## src/rtl/hs_serializer.sv

```systemverilog
`default_nettype none
// ============================================================================
// Module   : hs_serializer
// Brief    : D-PHY HS lane serializer. Sends the sync byte and then payload
//            bytes LSB-first, two bits per clock, and drives the DDR enable.
//            Optional macro HS_TRAIL_EN adds an HS-trail of the inverted
//            final bit.
// Revision : 1.0 - initial release
// ============================================================================
module hs_serializer #(
    parameter logic [7:0] SYNC_BYTE = 8'hB8
`ifdef HS_TRAIL_EN
    ,
    parameter int TRAIL_CYCLES = 4
`endif
) (
    input  logic       TX_DDR_clk,
    input  logic       TX_rst,
    input  logic       TxRequestHS,
    input  logic [7:0] TxDataHS,
    output logic       TxReadyHS,
    output logic       Serial_B1,
    output logic       Serial_B2,
    output logic       Enable,
    output logic       Busy
);

    localparam logic [1:0] c_IDLE  = 2'd0;
    localparam logic [1:0] c_SYNC  = 2'd1;
    localparam logic [1:0] c_DATA  = 2'd2;
`ifdef HS_TRAIL_EN
    localparam logic [1:0] c_TRAIL = 2'd3;
    localparam logic [1:0] c_BURST_END = c_TRAIL;
`else
    localparam logic [1:0] c_BURST_END = c_IDLE;
`endif

    logic [1:0] r_state;
    logic [1:0] w_next_state;
    logic [7:0] r_sh;
    logic [1:0] r_pc;
`ifdef HS_TRAIL_EN
    logic [3:0] r_tc;
    logic       r_last_bit;
`endif
    logic       w_busy;
    logic       w_ready;

    always_ff @(posedge TX_DDR_clk) begin
        if (TX_rst) begin
            r_state <= c_IDLE;
        end else begin
            r_state <= w_next_state;
        end
    end

    always_comb begin
        w_next_state = r_state;
        case (r_state)
            c_IDLE: begin
                if (TxRequestHS) begin
                    w_next_state = c_SYNC;
                end
            end
            c_SYNC, c_DATA: begin
                if (r_pc == 2'd3) begin
                    w_next_state = TxRequestHS ? c_DATA : c_BURST_END;
                end
            end
`ifdef HS_TRAIL_EN
            c_TRAIL: begin
                if (r_tc == 4'd0) begin
                    w_next_state = c_IDLE;
                end
            end
`endif
            default: w_next_state = c_IDLE;
        endcase
    end

    always_comb begin
        w_busy  = (r_state != c_IDLE);
        w_ready = ((r_state == c_SYNC) || (r_state == c_DATA)) && (r_pc == 2'd3);
    end

    // The line bits come straight from sh[1:0]; trail and idle levels are
    // loaded into sh so both outputs stay flop-driven in every state.
    always_ff @(posedge TX_DDR_clk) begin
        if (TX_rst) begin
            r_sh <= 8'd0;
            r_pc <= 2'd0;
`ifdef HS_TRAIL_EN
            r_tc       <= 4'd0;
            r_last_bit <= 1'b0;
`endif
        end else begin
            case (r_state)
                c_IDLE: begin
                    if (TxRequestHS) begin
                        r_sh <= SYNC_BYTE;
                        r_pc <= 2'd0;
`ifdef HS_TRAIL_EN
                        r_last_bit <= SYNC_BYTE[7];
`endif
                    end
                end
                c_SYNC, c_DATA: begin
                    if (r_pc != 2'd3) begin
                        r_sh <= {2'b00, r_sh[7:2]};
                        r_pc <= r_pc + 2'd1;
                    end else if (TxRequestHS) begin
                        r_sh <= TxDataHS;
                        r_pc <= 2'd0;
`ifdef HS_TRAIL_EN
                        r_last_bit <= TxDataHS[7];
`endif
                    end else begin
                        r_pc <= 2'd0;
`ifdef HS_TRAIL_EN
                        r_sh <= {8{~r_last_bit}};
                        r_tc <= 4'(TRAIL_CYCLES - 1);
`else
                        r_sh <= 8'd0;
`endif
                    end
                end
`ifdef HS_TRAIL_EN
                c_TRAIL: begin
                    if (r_tc == 4'd0) begin
                        r_sh <= 8'd0;
                    end else begin
                        r_tc <= r_tc - 4'd1;
                    end
                end
`endif
                default: begin
                    r_sh <= 8'd0;
                    r_pc <= 2'd0;
                end
            endcase
        end
    end

    assign TxReadyHS = w_ready;
    assign Enable    = w_busy;
    assign Busy      = w_busy;
    assign Serial_B1 = r_sh[0];
    assign Serial_B2 = r_sh[1];

endmodule
`default_nettype wire

```

## config.mk

```make
export PLATFORM = sky130hd
export DESIGN_NAME = hs_serializer
export DESIGN_NICKNAME = d
export VERILOG_FILES = /design/src/rtl/hs_serializer.sv
export SDC_FILE = /design/constraint.sdc
export NUM_CORES = 1
export LEC_CHECK = 0
export BUFFER_PORTS_ARGS = -buffer_cell sky130_fd_sc_hd__buf_2
export CAP_MARGIN = 20
export CORE_MARGIN = 4
export CORE_UTILIZATION = 40
export CTS_BUF_LIST = sky130_fd_sc_hd__clkbuf_8 sky130_fd_sc_hd__clkbuf_16
export DETAILED_ROUTE_END_ITERATION = 6
export HOLD_SLACK_MARGIN = 0.06
export PLACE_DENSITY = 0.74
export RECOVER_POWER = 100
export SLEW_MARGIN = 40
export SYNTH_ARGS = -nofsm -noshare
export SYNTH_HDL_FRONTEND = slang
export SYNTH_SLANG_ARGS = --single-unit
```

## constraint.sdc

```tcl
create_clock -name TX_DDR_clk -period 2.52 [get_ports TX_DDR_clk]
set_input_delay 0.252 -clock TX_DDR_clk [delete_from_list [all_inputs] [get_ports TX_DDR_clk]]
set_output_delay 0.252 -clock TX_DDR_clk [all_outputs]
set_load 0.02 [all_outputs]
```

======== After elaboration in Yosys (flattened, before gate mapping) ========
Index checks and enable logic that the tools add are counted.
operators by class
  $add $sub $neg .......................... 1
  multipliers ............................. 0
  div/mod/pow operators ................... 0
  $lt $le $gt $ge ......................... 0
  equal/unequal tests ..................... 6
  shift-type cells ........................ 0
  mux-type cells .......................... 11
  bitwise gates (word level) .............. 0
  reductions and logical operators ........ 6
operators by type and width
  kind                 number
  $mux 8               3
  $pmux 8 s2           1
  $mux 2               5
  $pmux 2 s2           2
  $ne 2x2->1 const B   3
  $eq 2x2->1 const B   2
  $add 2x1->2 const B  1
  $eq 2x1->1 const B   1
  $logic_not 2->1      1
  $reduce_and 2->1     1
  $reduce_bool 2->1    1
  $reduce_or 2->1      1
  $logic_and 1x1->1    1
  $logic_or 1x1->1     1
storage, ports and cells
  bits in registers ....................... 12
  bits in latches ......................... 0
  memory bits (writable) .................. 0
  ROM bits ................................ 0
  input port bits ......................... 11
  output and inout port bits .............. 5
  memories kept ........................... 0

======== Logic depth before layout (Yosys ltp) ========
  depth after elaboration ................. 4
  mapped depth ............................ 5
  depth with buffers taken out ............ 5

======== Worst setup path after synthesis ========
Ideal clock, no wire load.
  path type ............................... register -> register
  from .................................... register r_state[0]
  to ...................................... register r_sh[1]
  library setup time ...................... 0.122 ns
  arrival time ............................ 1.279 ns
  data required time ...................... 2.398 ns
  slack ................................... 1.119 ns
  stages on the path, launching flop included .. 6
  path buffers ............................ 0
  path through ............................ dfxtp_1 -> inv_1 -> ha_1 -> nand3_1 -> nor2_4 -> a221o_1
on the way
  longest elaborated chain between the ends .. 3
RTL lines
  element                                          line  source
  from (decl)                                      38    logic [1:0] r_state;
  from (signal assigned)                           51    r_state <= c_IDLE;
  from (signal assigned)                           53    r_state <= w_next_state;
  $eq 2x1->1 / $eq 2x2->1 (equally long branches)  97    case (r_state)
  $reduce_or 2->1                                  97
  $pmux 8 s2                                       97
  to (signal assigned)                             109   r_sh <= {2'b00, r_sh[7:2]};
  to (signal assigned)                             112   r_sh <= TxDataHS;
  to (decl)                                        40    logic [7:0] r_sh;
Parallel ways exist; a longest one is shown, timed or not.
A chain may end at the register's enable or synchronous reset.

======== Worst setup path in the final report ========
  from .................................... register r_state[0]
  to ...................................... register r_sh[0]
Same word-level chain as after synthesis.

==> metrics <==
status finished, final reports clean; post-synth top area share 41.0%; Ant. Diodes 0; finished layout cell area 712 sq um; CP max FO 8; Fmax 585 MHz; Die Y 46.3 um; Final setup viols 0; Overall Power 477 uW; clk buf depth 2; first-pass GRT wire length 2010 um; Pleak 0.000305 uW; Mapped Area 586 sq um; post-CTS sizing 0; CP endpoint kind flip-flop; RSZ-0062 raised after global routing no; largest net degree at the start of global routing 9; hold_buf cts 0; final hold vios 0; Hold Crit Start TxDataHS[7]; core footprint 1330 sq um; Avg WL per Cell 13.5 um; Initial Utilization 43.9%; Cell Pwr Density 670 nW/um^2; Synth Flop Type dfxtp_1; kind of cell adding the most delay to the critical path simple AND/OR/NAND/NOR gates; # clock sinks 12; max incr delay on CP 0.47 ns; Setup TNS 0 ns; max cap viols 0; # rows 13; Slew HR 63.2%; Hold Crit Class in -> reg; R2R depth 5; largest cells by area after synthesis dfxtp_1 41%, a221o_1 10%, ha_1 6.4%, a21oi_1 6.0%, nand4bb_1 5.8%; startpoint types flip-flop; DRT antenna net count 0; register area share after synthesis 41.0%; die area 2140 sq um; CP bufs+invs 1; Final Cycle Share 67.8%; count leader, synth dfxtp_1; CP Class reg -> reg; worst-path cell chain inv_1, ha_1, nand3_1, nor2_1, a221o_1; routed wire length 1230 um; Mapped Cells 58; worst skew pair latency 0.24 ns; # DRC 0; area leader, netlist dfxtp_1; Root Driver clkbuf_8; Peak VDD IR 0.427 mV; Worst EP arrival 1.90 ns; via count 501; CTS clk-pin slew, worst paths 0.05 ns; Nets 91; Post-synth EDFFs 0; worst path required time 2.71 ns; pre-CTS setup slack 1.00 ns; crit path from r_state[0]; initial antenna violation count 0; Vias/cell 5.51; Least-Margin Pin Slew 0.550 ns; Iter 0 DRT Violations 8; Port Buffer Count 15; synthesis-to-finish area growth 21.6%; router iterations before antenna repair 4; TritonCTS clock tree yes; CTS buffer count 3; yosys warns 0; GPL Wtd Cong 0.766; RR Endpoint r_sh[0]; postcts setup bufs 0; Async SR Flop Fraction 0%; Final Skew 0.00262 ns; r2r setup slk 0.81 ns; fin crit period 1.71 ns; Final WS setup 0.811 ns; gr ovfl total 0; Critical Path Sink r_sh[0]; slowest CP cell nor2_1; number of global-route vias before repair 452; Seq cells post-synth 12; Layout fillers 128; Placed Area 672 sq um; post-synthesis net count 72; Core Util, Final 53.4%; die width 46.3 um; # H-tree levels 1; syn avg cell area 10.1 sq um; synth cell count leaders 12 x dfxtp_1, 7 x a21oi_1, 6 x a221o_1; fin. max-slew vios 0; share of layout cells above drive strength 1 23.7%; Tot GR Track Use 14.0%; dpl hpwl 906 um; Unique masters post-synth 25; Critical R2R Launch r_state[0]; # IOs 16; CP Depth 5
worst min path at each step:
stage	endpoint	slack, ns	cells after the start
floorplan	r_pc[0]	0.32	1
global placement	r_pc[1]	0.45	2
detailed placement	r_pc[1]	0.45	2
CTS	r_sh[7]	0.21	2
global route	r_sh[7]	0.21	2
finish	r_sh[7]	0.21	2
worst register-to-register path, stage by stage, from the launching register on:
cell     delay [ns]
dfxtp_1        0.35
inv_1          0.05
ha_1           0.40
nand3_1        0.15
nor2_1         0.47
a221o_1        0.24
power breakdown:
group | internal [uW] | leakage (uW) | switching, uW | total (uW)
clock network | 138 | 0.0000288 | 72.0 | 210
logic | 26.4 | 0.000178 | 34.5 | 60.8
registers | 200 | 0.0000981 | 5.77 | 206
total | 365 | 0.000305 | 112 | 477
logic make-up (layout without fill, tap and decap cells):
logic type	count (synthesis)	count (layout)	synth area share, %
DFF	12	12	41.0
buffers and inverters	4	22	3.21
AOI/OAI and AO/OA	18	18	22.7
adders and majority gates	3	3	6.41
and+or+nand+nor	21	21	26.7
per-layer routing:
metal  global-route usage [%]  part of all wire [%]
met1                     17.1                    45
met2                     19.0                    43
met3                     6.25                   8.7
met4                     10.2                   2.8
met5                        0                     0
area by class of cell:
cell class / instances / area, sq um / area share, %
clock buffers: 4 / 55.1 / 7.73
repair buffers: 15 / 70.1 / 9.84
well taps: 15 / 18.8 / 2.64
inverters: 3 / 11.3 / 1.58
multi-input cells: 42 / 317 / 44.5
flip-flops and latches: 12 / 240 / 33.7
flip-flops by register name (all words and copies together), names as in the netlist:
| signal | flops |
|---|---|
| r_sh | 8 |
| r_pc | 2 |
| r_state | 2 |
layout by cell type (no fill, tap or decap):
master     netlist  routed
nor2b_1          1       2
nor2_1           1       2
clkbuf_1         0       4
a21oi_1          7       7
nand3b_1         1       1
o21ai_0          1       1
a221o_1          6       6
a22o_1           1       1
a211oi_1         1       1
nor3b_2          1       1
a2111oi_0        1       1
nand3_1          1       1
dfxtp_1         12      12
a21o_1           1       1
nand2_1          3       3
inv_1            3       3
buf_2            0      11
ha_1             3       3
nand2b_1         1       1
or2_4            1       1
nand4bb_1        3       3
or3_1            1       1
nor3_2           1       1
and2_1           4       3
and2_0           0       1
clkbuf_8         0       4
metrics by stage:
step	hold slack [ns]	instances
after global routing	0.215	91
after global placement	0.448	87
after detailed placement	0.452	87
final	0.215	91
after floorplan	0.321	58
after CTS	0.209	91
No activity file was read; power rests on OpenSTA's default activity.
